--- src/rtl/spi_mstr.sv ---
// 16-bit mode-3 SPI master for the gain DACs, trigger DAC and calibration EEPROM.
// One frame per accepted wrt_SPI; the low received byte is returned on EEP_data.

package spi_mstr_pkg;

  // Target selection driven by the command dispatcher.
  typedef enum logic [2:0] {
    SS_NONE    = 3'd0,
    SS_CH1     = 3'd1,
    SS_CH2     = 3'd2,
    SS_CH3     = 3'd3,
    SS_TRIGGER = 3'd4,
    SS_EEPROM  = 3'd5
  } ss_t;

endpackage

module spi_mstr
  import spi_mstr_pkg::*;
#(
  parameter int unsigned SCLK_DIV = 32
) (
  input  logic        clk,
  input  logic        rst_n,
  input  logic        wrt_SPI,
  input  logic [15:0] SPI_data,
  input  ss_t         ss,
  input  logic        MISO,
  output logic        SCLK,
  output logic        MOSI,
  output logic [4:0]  SS_n,
  output logic        SPI_done,
  output logic [7:0]  EEP_data,
  output logic        busy
);

  localparam int unsigned DW   = 16;
  localparam int unsigned SW   = 5;
  localparam int unsigned BW   = 4;
  localparam int unsigned EW   = 8;
  localparam int unsigned HALF = SCLK_DIV / 2;
  localparam int unsigned CW   = $clog2(SCLK_DIV);

  typedef enum logic [1:0] {
    IDLE  = 2'd0,
    FRONT = 2'd1,
    SHIFT = 2'd2,
    BACK  = 2'd3
  } state_t;

  state_t          state, state_nxt;
  logic [CW-1:0]   cnt, cnt_nxt;
  logic [BW-1:0]   bit_idx, bit_nxt;
  logic [DW-1:0]   tx, tx_nxt;
  logic [DW-1:0]   rx, rx_nxt;
  logic [SW-1:0]   sel, sel_nxt;
  logic            sclk_nxt;
  logic            mosi_nxt;
  logic [SW-1:0]   ss_n_nxt;
  logic            done_nxt;
  logic [EW-1:0]   eep_nxt;
  logic            busy_nxt;

  // One-hot select decode; SS_NONE and unused codes select nothing.
  function automatic logic [SW-1:0] decode_ss(input ss_t s);
    logic [SW-1:0] oh;
    oh = '0;
    case (s)
      SS_CH1:     oh = SW'(5'b00001);
      SS_CH2:     oh = SW'(5'b00010);
      SS_CH3:     oh = SW'(5'b00100);
      SS_TRIGGER: oh = SW'(5'b01000);
      SS_EEPROM:  oh = SW'(5'b10000);
      default:    oh = '0;
    endcase
    return oh;
  endfunction

  // State, datapath and registered pin outputs.
  always_ff @(posedge clk or negedge rst_n) begin
    if (!rst_n) begin
      state    <= IDLE;
      cnt      <= '0;
      bit_idx  <= '0;
      tx       <= '0;
      rx       <= '0;
      sel      <= '0;
      SCLK     <= 1'b1;
      MOSI     <= 1'b0;
      SS_n     <= '1;
      SPI_done <= 1'b0;
      EEP_data <= '0;
      busy     <= 1'b0;
    end else begin
      state    <= state_nxt;
      cnt      <= cnt_nxt;
      bit_idx  <= bit_nxt;
      tx       <= tx_nxt;
      rx       <= rx_nxt;
      sel      <= sel_nxt;
      SCLK     <= sclk_nxt;
      MOSI     <= mosi_nxt;
      SS_n     <= ss_n_nxt;
      SPI_done <= done_nxt;
      EEP_data <= eep_nxt;
      busy     <= busy_nxt;
    end
  end

  // Frame sequencing; pin values are decoded from the next state so they register alongside it.
  always_comb begin
    state_nxt = state;
    cnt_nxt   = cnt;
    bit_nxt   = bit_idx;
    tx_nxt    = tx;
    rx_nxt    = rx;
    sel_nxt   = sel;
    done_nxt  = 1'b0;
    eep_nxt   = EEP_data;
    busy_nxt  = busy;

    case (state)
      IDLE: begin
        if (wrt_SPI) begin
          state_nxt = FRONT;
          cnt_nxt   = '0;
          bit_nxt   = '0;
          tx_nxt    = SPI_data;
          rx_nxt    = '0;
          sel_nxt   = decode_ss(ss);
          busy_nxt  = 1'b1;
        end
      end
      FRONT: begin
        if (cnt == CW'(HALF - 1)) begin
          state_nxt = SHIFT;
          cnt_nxt   = '0;
        end else begin
          cnt_nxt = cnt + CW'(1);
        end
      end
      SHIFT: begin
        // First high cycle of the period: capture MISO.
        if (cnt == CW'(HALF)) begin
          rx_nxt = {rx[DW-2:0], MISO};
        end
        if (cnt == CW'(SCLK_DIV - 1)) begin
          cnt_nxt = '0;
          if (bit_idx == BW'(DW - 1)) begin
            state_nxt = BACK;
          end else begin
            bit_nxt = bit_idx + BW'(1);
            tx_nxt  = {tx[DW-2:0], 1'b0};
          end
        end else begin
          cnt_nxt = cnt + CW'(1);
        end
      end
      BACK: begin
        if (cnt == CW'(HALF - 1)) begin
          state_nxt = IDLE;
          cnt_nxt   = '0;
          sel_nxt   = '0;
          done_nxt  = 1'b1;
          eep_nxt   = rx[EW-1:0];
          busy_nxt  = 1'b0;
        end else begin
          cnt_nxt = cnt + CW'(1);
        end
      end
      default: begin
        state_nxt = IDLE;
      end
    endcase

    sclk_nxt = !((state_nxt == SHIFT) && (cnt_nxt < CW'(HALF)));
    mosi_nxt = (state_nxt == IDLE) ? 1'b0 : tx_nxt[DW-1];
    ss_n_nxt = (state_nxt == IDLE) ? '1 : ~sel_nxt;
  end

endmodule
--- config.mk ---
export PLATFORM = sky130hd
export DESIGN_NAME = spi_mstr
export DESIGN_NICKNAME = d
export VERILOG_FILES = /design/src/rtl/spi_mstr.sv
export SDC_FILE = /design/constraint.sdc
export NUM_CORES = 1
export LEC_CHECK = 0
export CAP_MARGIN = 20
export CORE_ASPECT_RATIO = 0.7
export CORE_MARGIN = 4
export CORE_UTILIZATION = 40
export CTS_BUF_LIST = sky130_fd_sc_hd__clkbuf_8 sky130_fd_sc_hd__clkbuf_16
export CTS_CLUSTER_DIAMETER = 80
export DETAILED_ROUTE_END_ITERATION = 8
export SLEW_MARGIN = 20
export SYNTH_ARGS = -nofsm -noshare
export SYNTH_HDL_FRONTEND = slang
export SYNTH_SLANG_ARGS = --single-unit
export TNS_END_PERCENT = 30
--- constraint.sdc ---
create_clock -name clk -period 2.2 [get_ports clk]
set_input_delay 0.33 -clock clk [delete_from_list [all_inputs] [get_ports clk]]
set_output_delay 0.33 -clock clk [all_outputs]
set_load 0.005 [all_outputs]
### After elaboration in Yosys (flattened, before gate mapping)

Index checks and enable logic that the tools add are counted.

| storage, ports and cells | value |
|---|---|
| bits in registers | 57 |
| input port bits | 23 |
| output and inout port bits | 17 |
| word-level logic and storage cells | 78 |

| cells by class | value |
|---|---|
| add/subtract/negate cells | 2 |
| $lt $le $gt $ge | 1 |
| equality and inequality tests | 18 |
| multiplexer cells | 32 |
| bitwise logic cells | 1 |
| reduce and logical (&&, ||, !) cells | 11 |

Operators with widths:

| cell | number |
|---|---|
| 16-bit 2-to-1 mux | 3 |
| 16-bit case mux with 2 select lines | 1 |
| 5-bit 2-to-1 mux | 6 |
| 5-bit case mux with 5 select lines | 1 |
| 8-bit 2-to-1 mux | 2 |
| 8-bit case mux with 2 select lines | 1 |
| 5-bit case mux with 3 select lines | 1 |
| 4-bit 2-to-1 mux | 3 |
| 5-bit equality test (second input constant) | 2 |
| 2-bit 2-to-1 mux | 5 |
| 2-bit != test (second input constant) | 5 |
| 5-bit case mux with 2 select lines | 1 |
| 2-bit case mux with 4 select lines | 1 |
| 4-bit case mux with 2 select lines | 1 |
| 2-bit equality test (second input constant) | 3 |
| 3-bit by 2-bit equality test with 1-bit output (second input constant) | 2 |
| 3-bit equality test (second input constant) | 2 |
| 3-bit AND reduction | 2 |
| 5-bit by 1-bit adder with 5-bit output (second input constant) | 1 |
| 5-bit by 4-bit equality test with 1-bit output (second input constant) | 1 |
| 5-bit less-than comparator (second input constant) | 1 |
| 1-bit 2-to-1 mux | 5 |
| 5-bit NOT | 1 |
| 4-bit by 1-bit adder with 4-bit output (second input constant) | 1 |
| 11 further kinds | 13 |

### Depth between registers and ports, before layout

Gate-level depths: netlist of the first run.

| logic depth | value |
|---|---|
| word-level depth | 7 |
| depth in mapped cells | 9 |
| depth with buffers taken out | 8 |

### Worst setup path before layout of the first run

No wires, ideal clock.

| timing | value |
|---|---|
| kind | register -> register |
| from | reg cnt[0] |
| to | reg SCLK |
| setup time | 0.088 ns |
| arrival time | 2.039 ns |
| data required time | 2.112 ns |
| slack | 0.073 ns |
| cell stages (with the launch flop) | 10 |
| path buffers | 2 |
| clock period less this slack | 2.127 ns |
| cells stage by stage | dfrtp_1 -> ha_1 -> and3_1 -> ha_1 -> clkbuf_1 -> nand4_1 -> nor2_1 -> or3_1 -> buf_2 -> or3b_1 |

| between the ends | value |
|---|---|
| cells in the longest elaborated chain, start to end | 6 |
| elaborated cells between the ends (all ways) | 15 |
| those cells by class | add/sub: 1; order compare: 1; eq/ne: 3; mux: 8; reduce/logical: 2 |

Ends and longest elaborated chain:

| item | RTL line | text |
|---|---|---|
| start, declared | 52 | `logic [CW-1:0] cnt, cnt_nxt;` |
| start signal, assigned | 96 | `cnt <= cnt_nxt;` |
| 5-bit by 4-bit equality test with 1-bit output or 5-bit equality test (tied branches) | 135, 160, 147 |  |
| 2-bit 2-to-1 mux (on tied branches) | 160, 135, 147 |  |
| 2-bit case mux with 4 select lines (*) | 122 | `case (state)` |
| named net state_nxt[0] | 51 | `state_t state, state_nxt;` |
| 2-bit equality test (*) | 176 | `sclk_nxt = !((state_nxt == SHIFT) && (cnt_nxt < CW'(HALF)));` |
| 1-bit logical AND (*) | 176 |  |
| 1-bit zero test (*) | 176 |  |
| named net sclk_nxt | 57 | `logic sclk_nxt;` |
| end signal, assigned | 101 | `SCLK <= sclk_nxt;` |
| end, declared | 29 | `output logic SCLK,` |

The timed path passes the listed nets; every way through them passes the cells marked *.
A chain may end at the register's enable or synchronous reset.

### Worst setup path after layout of the first run

| timing | value |
|---|---|
| from | reg cnt[1] |
| to | reg SCLK |

| between the ends | value |
|---|---|
| cells in the longest elaborated chain, start to end | 6 |
| elaborated cells between the ends (all ways) | 15 |
| those cells by class | add/sub: 1; order compare: 1; eq/ne: 3; mux: 8; reduce/logical: 2 |

Ends and longest elaborated chain:

| item | RTL line |
|---|---|
| 5-bit by 1-bit adder with 5-bit output, or another cell as far along | 139, 156, 168 |
| 5-bit 2-to-1 mux, or another cell as far along | 135, 160 |
| 5-bit case mux with 3 select lines or 2-bit case mux with 4 select lines (tied branches) | 122 |
| 5-bit less-than comparator or 2-bit equality test (tied branches) | 176 |
| 1-bit logical AND (*) | 176 |
| 1-bit zero test (*) | 176 |
| named net sclk_nxt | 57 |

Marks and branches as above.

==> results of run 1 <==
## power by group
group	internal [mW]	switching (mW)	total (mW)	leakage, nW
clock	0.420	0.392	0.812	0.0905
sequential	1.26	0.112	1.37	0.756
combinational	0.488	0.492	0.981	0.713
total	2.17	0.996	3.16	1.56
## layer usage
layer,up-vias,track usage
met4,0,0.0416
met1,952,0.215
li1,972,-
met5,-,0
met2,32,0.205
met3,6,0.0607
## worst reg2reg max path: stages (launching register included)
cell and delay (ns):
dfrtp_1 0.38, ha_1 0.18, and3_1 0.21, ha_2 0.24, o21bai_1 0.14, a21oi_1 0.09, or3_4 0.37, or3b_1 0.35
## sequential cells by signal, indices dropped and copies added, names as in the netlist
name	count
bit_idx	4
rx	8
cnt	5
busy	1
SCLK	1
sel	5
state	2
EEP_data	8
MOSI	1
tx	16
SPI_done	1
SS_n	5
## placed cells by master (no fill, tap or decap), types with 4 or more instances in the layout
cell type / Yosys / final
dfstp_2: 6 / 6
clkdlybuf4s50_1: 0 / 38
a22o_1: 19 / 19
o21ai_0: 19 / 19
ha_1: 11 / 10
buf_4: 1 / 7
nand3_1: 4 / 4
clkbuf_8: 0 / 10
dfrtp_1: 51 / 51
a21oi_1: 4 / 4
mux2i_1: 5 / 5
mux2_2: 22 / 22
inv_1: 11 / 13
nor2_1: 8 / 8
nand2_1: 24 / 24
## how the worst max path moves through the flow
stage | startpoint | end | slack [ns] | depth (start not counted)
global placement | cnt[0] | tx[11] | 0.07 | 7
global route | state[1] | rx[7] | 0.01 | 6
floorplan | cnt[0] | SCLK | 0.07 | 9
finish | cnt[1] | SCLK | 0.15 | 7
detailed placement | cnt[0] | tx[6] | 0.03 | 7
CTS | cnt[0] | tx[10] | 0.02 | 7
## area by class of cell
class / count / area, sq um
Timing Repair Buffer: 49 / 488
Inverter: 13 / 48.8
Multi-Input combinational cell: 163 / 1230
Fill cell: 611 / 3250
Tap cell: 94 / 118
Clock inverter: 5 / 25.0
Clock buffer: 10 / 138
Sequential cell: 57 / 1430
## logic make-up (layout without fill, tap and decap cells)
kind of cell    after synthesis  count (layout)  share of synthesized area
buf+inv                      24              77                     0.0434
flops                        57              57                      0.518
mux                          27              27                      0.108
fa+ha+maj                    11              11                     0.0497
compound gates               59              59                      0.155
simple gates                 66              66                      0.126
## repair_timing
action                                  in CTS  in global routing
endpoints found under the hold margin       51                  0
buffers inserted                             0                  0
endpoints found under the setup margin       0                 19
gates resized for setup                      0                  4
hold buffers                                 1                  0
## stage by stage
step	total power [mW]	util	std cells
after floorplan	2.03	-	244
after global placement	2.35	0.489	375
after detailed placement	2.35	0.489	375
after CTS	3.19	0.515	391
after global routing	3.39	0.517	391
final	3.16	0.517	391
==> metrics.txt, run 1 <==
post-route setup slack=0.151 ns; worst vdd ir=0.302 mV; antenna violations before repair=0; FMAX=about 0.49 GHz; leakage=roughly 1.6 nW; clock latency on the worst-skew pair=0.33 ns; vias in the first global route=1966; Critical Path RT=2.45 ns; DR pass1 iterations=4; Port Buf Inserts=39; clk sinks=57; Max Slew Vio Count=0; Hold Path Depth=2; Clock Skew=0.00357 ns; Yosys cell types=between 40 and 50; worst-path fanout max=6; routability cong.=0.810; period utilisation layout=0.931; via count=1962; M1 WL=2930 um; CP Buf/Inv Count=0; ys flop type=dfrtp_1; Nets=327; WHS=~0.48 ns; Place WS=0.0313 ns; Initial Utilization=0.412; H-Tree Depth=3; CTS clock-pin slew for the worst setup and hold paths=0.06 ns; status=complete, no violations; Syn Inst Count=~240; Reg2Reg Depth=7; total global routing overflow=0; CTS tree=done; post-synthesis register bit count=57; most frequent cell after synthesis=dfrtp_1; Largest stage delay, worst path=~0.38 ns; Slowest-stage cell, CP=dfrtp_1; wire length per cell=14.2 um; vias per cell=between 5 and 6; CTS Buffer Depth=2; DR iter-0 viols=49; top cell family by delay on the critical path=simple AND/OR/NAND/NOR gates; final instance area=3480 sq um; Hold Path Sink=rx[7]; core area=6730 sq um; share of layout cells above drive strength 1=0.212; crit path cell chain=ha_1 -> and3_1 -> ha_2 -> o21bai_1 -> a21oi_1 -> or3_4 -> or3b_1; Cell Area, Placed=3290 sq um; final wirelength=5560 um; sequential share of the synthesized area=0.518; CP arrival=between 2 and 2.5 ns; FF-to-FF setup slack=~0.15 ns; R2R Path End=SCLK; WS Path Type=reg -> reg; Tot GR Track Use=0.149; synth top area cells=dfrtp_1 46%, mux2_2 9.0%, a22o_1 6.0%; min Tclk post-route=2.05 ns; Slew @ Worst Pin=0.481 ns; final setup fails=0; synthesized cell area=about 2800 sq um; Die ar.=roughly 8300 sq um; largest area contributor in the netlist=dfrtp_1; Die Ht=77.6 um; reg-to-reg startpoint=cnt[1]; slew margin rel.=0.678; largest net degree at the start of global routing=between 50 and 60; # IOs=40; CP Capture Type=flop; uppermost layer routed=met4; RSZ-0062 raised after global routing=false; Post-synth EDFFs=0; Root Buffer Master=clkbuf_8; Sum Neg Setup Slack=0 ns; Yosys top cell area share=0.461; Post-synth top cells=51 x dfrtp_1, 24 x nand2_1, 22 x mux2_2; Syn. warnings=0; routed length on met3=273 um; Syn Nets=between 200 and 300; Mean Syn Cell Area=between 10 and 15 sq um; Area growth, synth to finish=25.6%; max-cap viol count=0; met2 WL=between 2000 and 2500 um; Hold Path Origin=rx[7]; Routed Antenna Nets=0; Hold Vio Cnt, Final=0; Hold Path Class=reg -> reg; Final HPWL DP=3800 um; global-route wire length before repair=approximately 10000 um; Pwr Density=910 nW/um^2; critical path launch point type=flop; chip width=107 um; Num CTS Buffers=9; ANT cells=0; DR DRC count=0; asr flop ratio synth=1.00; Core Rows=25
Power figures use the tool's default switching activity.
==> inputs of run 2 (changes only) <==
- ABC_CLOCK_PERIOD_IN_PS: default -> 1800
- clock period: 2.2 -> 1.8 ns (I/O delays scaled with it)
==> run 2 against run 1 <==
Net effect:
- the run now ends with setup timing left
- worst setup slack got worse by 0.25 ns
- final area increased by 16%
- count of clock-buffer cells in the layout increased by 1
- largest power group is now combinational cells
- highest routed layer unchanged
==> metrics.txt, run 2 (synthesis gave the netlist of run 1 again) <==
final wirelength=6260 um (+13%); commonest non-fill, non-tap cell in the layout=dfrtp_1; Routed Antenna Nets=0 (unchanged); largest registers=tx (16), EEP_data (8), rx (8); CP Capture Type=flop; Final HPWL DP=4240 um (+12%); Num CTS Buffers=9 (unchanged); multi-input logic area=1410 sq um (+15%); Root Buffer Master=clkbuf_8; core area=6730 sq um (unchanged); RSZ-0062 raised after global routing=true; vias per cell=4.94 (-1.5%); status=complete, but fails checks; FMAX=0.528 GHz (+8.2%); wire length per cell=14.7 um (+3.6%); Largest stage delay, worst path=0.39 ns (about the same); slew margin rel.=0.728 (+0.0497); Hold Path Class=in -> async; chip width=107 um (unchanged); routability cong.=0.852 (+5.1%); Max Slew Vio Count=0 (unchanged); uppermost layer routed=met4; worst vdd ir=0.577 mV (+91%); clock latency on the worst-skew pair=0.33 ns (about the same); max-cap viol count=0 (unchanged); max reg flops=16 (unchanged); CP Buf/Inv Count=0 (unchanged); # fillers=556 (-9.0%); Tot GR Track Use=0.165 (+0.0160); failing checks=setup timing; Design Power=5.01 mW (+58%); post-route setup slack=-0.0944 ns (-0.245 ns); leakage=1.83 nW (+17%); # IOs=40 (unchanged); top cell family by delay on the critical path=simple AND/OR/NAND/NOR gates; routed length on met3=253 um (-7.3%); met2 WL=2690 um (+17%); CTS Buffer Depth=2 (unchanged); crit path cell chain=ha_2 -> and3_4 -> ha_4 -> o21bai_4 -> a21oi_2 -> or3_4 -> or3b_1; min Tclk post-route=1.89 ns (-0.155 ns); Core Rows=25 (unchanged); Hold Vio Cnt, Final=0 (unchanged); Area growth, synth to finish=46.1%; CP arrival=2.15 ns (-0.15 ns); share of layout cells above drive strength 1=0.360 (+0.147); M1 WL=3280 um (+12%); worst-path fanout max=4 (-2); Critical Path RT=2.05 ns (-0.40 ns); DR DRC count=0 (unchanged); largest net degree at the start of global routing=33 (-43%); critical path launch point type=flop; register bank with the most flops=tx; period utilisation layout=1.05 (+0.121); Die Ht=77.6 um (unchanged); Slowest-stage cell, CP=or3_4; WS Path Type=reg -> reg; Core Util, Final=0.601 (+0.0843); Nets=360 (+10%); Initial Utilization=0.412 (unchanged); via count=2100 (+7.0%); Pwr Density=1240 nW/um^2 (+36%); Die ar.=8340 sq um (unchanged); total global routing overflow=0 (unchanged); H-Tree Depth=3 (unchanged); CTS clock-pin slew for the worst setup and hold paths=0.07 ns (about the same); CTS tree=done; ANT cells=0 (unchanged); FF/Latch Area=1430 sq um (unchanged); Clock Skew=0.00519 ns (+0.00162 ns); Port Buf Inserts=39 (unchanged); DR iter-0 viols=70 (+43%); clk sinks=57 (unchanged); antenna violations before repair=0 (unchanged); global-route wire length before repair=10800 um (+11%); vias in the first global route=2209 (+12%); DR pass1 iterations=4 (unchanged); WHS=0.475 ns (-0.00660 ns); Slew @ Worst Pin=0.408 ns (-0.0734 ns); final setup fails=14 (+14); commonest cells after routing, fill and taps aside=51 x dfrtp_1, 38 x clkdlybuf4s50_1, 35 x buf_4, 23 x nand2_1, 19 x a22o_1
## run 2: timing repair
| item | CTS | global route |
|---|---|---|
| hold buffers | 1 | 0 |
| pin swaps | 8 | 8 |
| cloned | 1 | 0 |
| endpoints found under the setup margin | 35 | 40 |
| endpoints found under the hold margin | 51 | 0 |
| setup buffers | 3 | 2 |
| gates resized for setup | 28 | 22 |
## run 2: final timing paths
path | startpoint | slack (ns) | cells past startpoint | to
setup / recovery | cnt[1] | -0.09 | 7 | SCLK
hold / removal | rst_n | 0.47 | 3 | bit_idx[2]
hold reg to reg | rx[7] | 0.48 | 2 | rx[7]
max in group asynchronous | rst_n | 0.99 | 3 | rx[2]
setup reg to reg | cnt[1] | -0.09 | 7 | SCLK
min in group clk | rx[7] | 0.48 | 2 | rx[7]
## run 2: metal layers
metal / up-vias / track usage
met4: 0 / 0.0303
met5: - / 0
met1: 1017 / 0.236
li1: 1041 / -
met3: 4 / 0.0648
met2: 38 / 0.240
## run 2: worst reg2reg max path: stages (launching register included)
cell,delay (ns)
dfrtp_1,0.36
ha_2,0.18
and3_4,0.21
ha_4,0.15
o21bai_4,0.12
a21oi_2,0.06
or3_4,0.39
or3b_1,0.36
## run 2: stage by stage
step,setup WS (ns),instance area [sq um],std cells,TNS [ns]
after floorplan,-0.219,2810,244,-2.32
after detailed placement,-0.196,3550,403,-3.68
after global placement,-0.134,3550,403,-3.29
after global routing,-0.173,4040,425,-2.34
final,-0.0944,4040,425,-0.534
after CTS,-0.120,3960,424,-1.16
## run 2: report_power, final
part           switching, mW  total, mW  internal [mW]
clock                  0.507       1.50          0.993
sequential             0.142       1.68           1.54
combinational          0.790       1.83           1.04
## run 2: final cells by class
type / count / area share
well taps: 94 / 0.0291
repair buffers: 82 / 0.194
clock buffers: 11 / 0.0374
multi-input cells: 163 / 0.348
flip-flops and latches: 57 / 0.355
inverters: 13 / 0.0121
clock inverters: 5 / 0.0254
==> inputs of run 3 (changes only) <==
- CAP_MARGIN: 20 -> default
- SLEW_MARGIN: 20 -> 30
==> results of run 3 <==
The final DEF is identical to that of run 2; final timing and power are the same.
